<file path="src/rtl/layer2_sequencer.sv">
// Output-layer sequencer: streams hidden/weight addresses per output neuron, adds bias, emits scores.
// Define L2SEQ_ARGMAX_EN to build the running argmax that drives class_out.
module layer2_sequencer #(
   parameter int NWBITS     = 16,
   parameter int NHIDDEN    = 256,
   parameter int COUNT_BIT2 = 8,
   parameter int NOUT       = 10,
   parameter int OBIT       = 4,
   parameter int SUMBITS    = 50
) (
   input  logic                       clk,
   input  logic                       reset_b,
   input  logic                       start,
   output logic                       busy,
   output logic [COUNT_BIT2-1:0]      hidden_addr,
   output logic [OBIT+COUNT_BIT2-1:0] weight_addr,
   output logic [OBIT-1:0]            bias_addr,
   input  logic [NWBITS-1:0]          bias,
   output logic                       start_multiply,
   input  logic                       add_bias,
   input  logic [SUMBITS-1:0]         weighted_sum,
   output logic                       score_valid,
   output logic [OBIT-1:0]            score_idx,
   output logic [SUMBITS-1:0]         score,
   output logic [OBIT-1:0]            class_out,
   output logic                       done
);

   typedef enum logic [1:0] {IDLE, ISSUE, DRAIN, SCORE} state_t;

   state_t                  state, state_nx;
   logic [OBIT-1:0]         n, n_nx;
   logic [COUNT_BIT2-1:0]   h, h_nx;
   logic                    score_ld;
   logic                    last_n;
   logic                    mult_q;
   logic [SUMBITS-1:0]      score_q;
   logic [SUMBITS-1:0]      bias_ext;

   assign last_n   = (n == OBIT'(NOUT - 1));
   assign bias_ext = {{(SUMBITS-NWBITS){bias[NWBITS-1]}}, bias};

   always_ff @(posedge clk or negedge reset_b) begin
      if (!reset_b) begin
         state   <= IDLE;
         n       <= '0;
         h       <= '0;
         mult_q  <= 1'b0;
         score_q <= '0;
      end else begin
         state   <= state_nx;
         n       <= n_nx;
         h       <= h_nx;
         // first product leaves the memories one cycle after h=0 is issued
         mult_q  <= (state == ISSUE) && (h == '0);
         if (score_ld)
            score_q <= weighted_sum + bias_ext;
      end
   end

   always_comb begin
      state_nx = state;
      n_nx     = n;
      h_nx     = h;
      score_ld = 1'b0;
      unique case (state)
         IDLE: begin
            if (start) begin
               state_nx = ISSUE;
               n_nx     = '0;
               h_nx     = '0;
            end
         end
         ISSUE: begin
            if (h == COUNT_BIT2'(NHIDDEN - 1)) begin
               state_nx = DRAIN;
               h_nx     = '0;
            end else begin
               h_nx = h + COUNT_BIT2'(1);
            end
         end
         DRAIN: begin
            if (add_bias) begin
               state_nx = SCORE;
               score_ld = 1'b1;
            end
         end
         SCORE: begin
            if (last_n) begin
               state_nx = IDLE;
               n_nx     = '0;
            end else begin
               state_nx = ISSUE;
               n_nx     = n + OBIT'(1);
            end
         end
         default: state_nx = IDLE;
      endcase
   end

   assign busy           = (state != IDLE);
   assign hidden_addr    = h;
   assign weight_addr    = {n, h};
   assign bias_addr      = n;
   assign start_multiply = mult_q;
   assign score_valid    = (state == SCORE);
   assign score_idx      = score_valid ? n : '0;
   assign score          = score_q;
   assign done           = score_valid && last_n;

`ifdef L2SEQ_ARGMAX_EN
   localparam logic [SUMBITS-1:0] MOST_NEG = {1'b1, {(SUMBITS-1){1'b0}}};

   logic [SUMBITS-1:0] max_q;
   logic [OBIT-1:0]    max_idx_q;
   logic [OBIT-1:0]    class_q;
   logic               take;

   assign take = $signed(score_q) > $signed(max_q);

   always_ff @(posedge clk or negedge reset_b) begin
      if (!reset_b) begin
         max_q     <= MOST_NEG;
         max_idx_q <= '0;
         class_q   <= '0;
      end else if (state == IDLE && start) begin
         max_q     <= MOST_NEG;
         max_idx_q <= '0;
      end else if (state == SCORE) begin
         if (take) begin
            max_q     <= score_q;
            max_idx_q <= n;
         end
         if (last_n)
            class_q <= take ? n : max_idx_q;
      end
   end

   // the final comparison is folded in combinationally so class_out is valid during done
   assign class_out = done ? (take ? n : max_idx_q) : class_q;
`else
   assign class_out = '0;
`endif

endmodule

</file>
<file path="config.mk">
export PLATFORM = sky130hd
export DESIGN_NAME = layer2_sequencer
export DESIGN_NICKNAME = d
export VERILOG_FILES = /design/src/rtl/layer2_sequencer.sv
export SDC_FILE = /design/constraint.sdc
export NUM_CORES = 1
export LEC_CHECK = 0
export ABC_AREA = 1
export ABC_CLOCK_PERIOD_IN_PS = 4600
export CAP_MARGIN = 20
export CORE_ASPECT_RATIO = 1.4
export CORE_MARGIN = 3
export CORE_UTILIZATION = 57
export DETAILED_ROUTE_END_ITERATION = 8
export GPL_ROUTABILITY_DRIVEN = 1
export GPL_TIMING_DRIVEN = 0
export PLACE_DENSITY_LB_ADDON = 0.25
export SYNTH_ARGS = -nofsm -noshare
export SYNTH_HDL_FRONTEND = slang
export SYNTH_SLANG_ARGS = --single-unit
</file>
<file path="constraint.sdc">
create_clock -name clk -period 4.6 [get_ports clk]
set_input_delay 0.92 -clock clk [delete_from_list [all_inputs] [get_ports clk]]
set_output_delay 0.92 -clock clk [all_outputs]
set_load 0.01 [all_outputs]
</file>
Word level (Yosys, flattened, before mapping)
Cells that the tools add are included.
{"block": "op_classes", "n_eq_ne": 8, "addsub": 3, "n_mux": 14, "reduce_logical": 10}
{"operator": "50-bit adder", "count": 1}
{"operator": "8-bit two-way mux", "count": 2}
{"operator": "8-bit one-hot mux with 2 select lines", "count": 1}
{"operator": "4-bit two-way mux", "count": 3}
{"operator": "8-bit by 1-bit adder with 8-bit output, second input constant", "count": 1}
{"operator": "8-bit == test, second input constant", "count": 1}
{"operator": "8-bit logical NOT", "count": 1}
{"operator": "2-bit one-hot mux with 4 select lines", "count": 1}
{"operator": "4-bit one-hot mux with 2 select lines", "count": 1}
{"operator": "2-bit two-way mux", "count": 3}
{"operator": "2-bit nonzero test", "count": 3}
{"operator": "4-bit by 1-bit adder with 4-bit output, second input constant", "count": 1}
{"operator": "2-bit == test, second input constant", "count": 2}
{"operator": "4-bit == test, second input constant", "count": 1}
{"operator": "2-bit inequality test, second input constant", "count": 2}
{"operator": "2-bit AND reduction", "count": 2}
{"operator": "1-bit two-way mux", "count": 3}
{"operator": "3-bit AND reduction", "count": 1}
{"operator": "2-bit by 1-bit == test with 1-bit output, second input constant", "count": 1}
{"operator": "1-bit logical AND", "count": 2}
{"operator": "2-bit logical NOT", "count": 1}
{"operator": "2-bit by 1-bit inequality test with 1-bit output, second input constant", "count": 1}
{"block": "word_totals", "output_inout_bits": 86, "ff_bits": 65, "inputBits": 70, "wordCells": 40}

Longest topological paths before layout
{"block": "logic_depth", "ltp_word": 3, "depth_mapped": 15, "mapped_depth_nobuf": 15}

Least setup slack after synthesis
Ideal clock, no wire load.
{"block": "synth_timing", "path_kind": "input -> register", "start": "input bias[0]", "end": "register score_q[34], in the netlist score[34]", "n_path_buf": 0, "required_ps": 4483, "path_stages": 15, "arrival_time_ps": 2249, "setup_slack_ps": 2234, "setup_ps": 117, "path_cell_list": "ha_1 -> inv_1 -> fa_1 -> inv_1 -> nand2_1 -> nand3_2 -> nand2_1 -> nand2_2 -> nand2_1 -> nand2_1 -> nand2_1 -> nand2_1 -> nand2_1 -> nand3_1 -> nand2_1"}
{"block": "synth_between", "elab_chain_len": 1}
{"item": "start, declared", "line_no": "18", "rtl": "input logic [NWBITS-1:0] bias,"}
{"item": "50-bit adder", "line_no": "57", "rtl": "score_q <= weighted_sum + bias_ext;"}
{"item": "end signal, assigned", "line_no": "57"}
{"item": "end, declared", "line_no": "37", "rtl": "logic [SUMBITS-1:0] score_q;"}
No other way between the ends.
A chain may end at the register's enable or synchronous reset.

Worst setup path after layout
{"block": "layout_timing", "start": "input bias[15]", "end": "register score_q[38], in the netlist score[38]"}
Same word-level chain as after synthesis.

==> metrics <==
non-filler cells, final=1515; CP startpoint=bias[15]; postcts setup bufs=0; final setup fails=0; area of the multi-input gates=4390 sq um; YS warnings=0; drt wl/cell=15.1 microns; post-placement cell count=1499; status=finished clean; Setup crit end=score[38]; Switching Power=1490 uW; maximum fanout along the worst path=19; storage element area=1630 sq um; Die X=99.9 microns; DRT Pass-1 Iters=5; CP Launch Type=input port; share of cells above drive strength 1=0.0504; Initial Util=0.590; GPL Wtd Cong=1.02; Root Buffer=clkbuf_16; Congestion Overflow GR=0; Post-Route Utilization=0.760; Detailed Route Iter0 Violations=461; TritonCTS Buffers=9; Maximum Capacitance Violations=0; Clock Skew=7.13 ps; fmax=270 MHz; die area=13700 sq um; Tcrit/Tclk final=0.804; Core Rows=47; Routed Antenna Nets=0; number of diodes=0; Vias/cell=5.21; endpoints failing hold=0; WHS Path Cells=2; Fill cells=995; Slew headroom=0.429; Min-Delay Path Class=reg -> reg; num ports=156; Period minus WS final=3700 ps; fin nets=1491; worst flop-to-flop path endpoint=score[42]; Clock Latency Late Sink=340 ps; final wirelength=22.9 mm; Total GRT Usage=0.334; Seq pwr share=0.269; worst slew pin tran=856 ps; Max clock buf depth=2; Post-CTS Hold Fix Bufs=0; vias=7892; switch share=0.412; Synth Instances=1197; CP endpoint kind=flop; cell area power density=398 nW/um^2; chip height=137 microns; Syn Area/Cell=5.88 sq um; H-tree levels=3; Final Worst Setup Slack=902 ps; HPWL Detailed=19.0 mm; Slew Limit Fails=0; worst reg2reg path depth=7; Comb power frac=0.533; initial antenna violation count=0; clock slew at reported path FFs=60 ps; RSZ-0062 raised after global routing=no; PortBufs=151; WS Path Type=in -> reg; Synth cell types=38; R2R setup slack=2120 ps; Worst Hold Margin=481 ps; Internal=2130 uW; Seq cells post-synth=65; worst endpoint required time=4820 ps; clock tree sinks=65; setup_tns=0 ps; Syn Std Cell Area=7040 sq um; Static Leakage=0.00503 uW; pre-CTS setup slack=603 ps; area grow syn2layout=28.9%; first-pass GRT wire length=36.0 mm; CTS tree=built; register area share after synthesis=0.231; clock power share=0.199; DRC=0; pin count of the biggest net entering global routing=66; core area=11900 sq um; FF-to-FF Start=state[0]; # resized after CTS=0; number of global-route vias before repair=7581; CP arrival=3920 ps; VDD IR max=0.356 mV
==> critical path, stage by stage <==
cell             delay [ps]
clkdlybuf4s50_1         850
buf_16                  380
ha_1                    380
nand2_1                 150
inv_1                    50
a21oi_1                 240
nand2_1                 170
nand3b_1                270
nand2_1                 120
nand3b_1                 80
nand3_1                 190
nand2_1                  80
==> cell usage after synthesis <==
| library cell | count | area [sq um] |
|---|---|---|
| nor2_2 | 10 | 62.6 |
| buf_2 | 1 | 5.00 |
| o21ai_0 | 30 | 150 |
| a21oi_1 | 46 | 230 |
| ha_1 | 57 | 713 |
| or2_2 | 2 | 12.5 |
| nor3b_1 | 2 | 15.0 |
| buf_4 | 16 | 120 |
| nor4_1 | 3 | 18.8 |
| nand2_2 | 11 | 68.8 |
| o22ai_1 | 2 | 12.5 |
| fa_1 | 1 | 20.0 |
| clkbuf_1 | 7 | 26.3 |
| nor2_1 | 79 | 297 |
| a21boi_0 | 3 | 22.5 |
| and2_1 | 1 | 6.26 |
| inv_1 | 231 | 867 |
| xnor2_1 | 21 | 184 |
| nand3_1 | 67 | 335 |
| a211oi_1 | 1 | 7.51 |
| conb_1 | 1 | 3.75 |
| nand4_1 | 9 | 56.3 |
| and2_2 | 1 | 7.51 |
| nand3_2 | 2 | 20.0 |
| or2_1 | 3 | 18.8 |
| nand2_1 | 473 | 1780 |
| inv_2 | 2 | 7.51 |
| and3_1 | 2 | 12.5 |
| o21ai_1 | 5 | 25.0 |
| buf_1 | 1 | 3.75 |
| o21bai_1 | 11 | 82.6 |
| a21o_1 | 1 | 7.51 |
| nor3_1 | 11 | 55.1 |
| or2_4 | 1 | 8.76 |
| xor2_1 | 5 | 43.8 |
| dfrtp_1 | 65 | 1630 |
| nor3_2 | 5 | 50.1 |
| nand3b_1 | 8 | 60.1 |
==> per-layer routing <==
| metal | global-route usage | wire [microns] | share of wire | up-vias |
|---|---|---|---|---|
| met5 | 0 | 0 | 0 | - |
| met4 | 0.232 | 1780 | 0.078 | 0 |
| met3 | 0.0496 | 1420 | 0.062 | 98 |
| met2 | 0.613 | 11400 | 0.50 | 333 |
| met1 | 0.345 | 8270 | 0.36 | 3475 |
| li1 | - | - | - | 3986 |
==> registers in the layout, summed over array words and instances (netlist names) <==
name	count
bias_addr	4
hidden_addr	8
score	50
start_multiply	1
state	2
==> power by group through the flow <==
stage | clock network (uW) | registers [uW] | logic (uW)
finish | 718 | 971 | 1920
global route | 746 | 998 | 2120
CTS | 717 | 969 | 1930
detailed placement | 0 | 977 | 1910
global placement | 0 | 969 | 1860
floorplan | 0 | 1070 | 882
==> worst min path at each step <==
| stage | from | slack (ps) | to |
|---|---|---|---|
| after floorplan | score[0] | 520 | score[0] |
| after global routing | score[24] | 500 | score[24] |
| after global placement | score[26] | 460 | score[26] |
| after CTS | score[43] | 480 | score[43] |
| final | score[38] | 480 | score[38] |
| after detailed placement | score[48] | 460 | score[48] |
==> layout make-up <==
class                           instances  share of cell area
Buffer                                 25              0.0171
Inverter                              233              0.0964
Sequential cell                        65               0.179
Clock buffer                            9              0.0248
Timing Repair Buffer                  152               0.169
Tap cell                              147              0.0203
Clock inverter                          7             0.00855
Multi-Input combinational cell        877               0.484
==> cell usage in the layout, fill, tap and decap left out, drive strengths merged, types with 3 or more instances in the layout <==
master         netlist  routed
nor2                89      89
nor3                16      16
xor2                 5       5
nand3               69      69
a21boi               3       3
o21ai               35      35
nor4                 3       3
conb                 1       4
ha                  57      57
clkinv               0       3
xnor2               21      21
clkbuf               7      16
inv                233     235
nand4                9       9
a21oi               46      46
or2                  6       6
dfrtp               65      65
o21bai              11      11
buf                 18      20
nand3b               8       8
nand2              484     484
clkdlybuf4s50        0     150
==> per-stage QoR <==
| stage | cell area, sq um | power [uW] |
|---|---|---|
| floorplan | 7050 | 1950 |
| global placement | 8750 | 2830 |
| detailed placement | 8770 | 2880 |
| CTS | 9070 | 3620 |
| global route | 9070 | 3860 |
| finish | 9070 | 3610 |
==> kinds of logic (layout without fill, tap and decap cells) <==
kind of cell    Yosys count  in the layout  synth area share
xor+xnor                 26             26            0.0324
flops                    65             65             0.231
other cells               1              4          0.000533
compound gates           99             99            0.0764
simple gates            690            690             0.409
buf+inv                 258            426             0.146
fa+ha+maj                58             58             0.104
(Power assumes the default switching activity.)
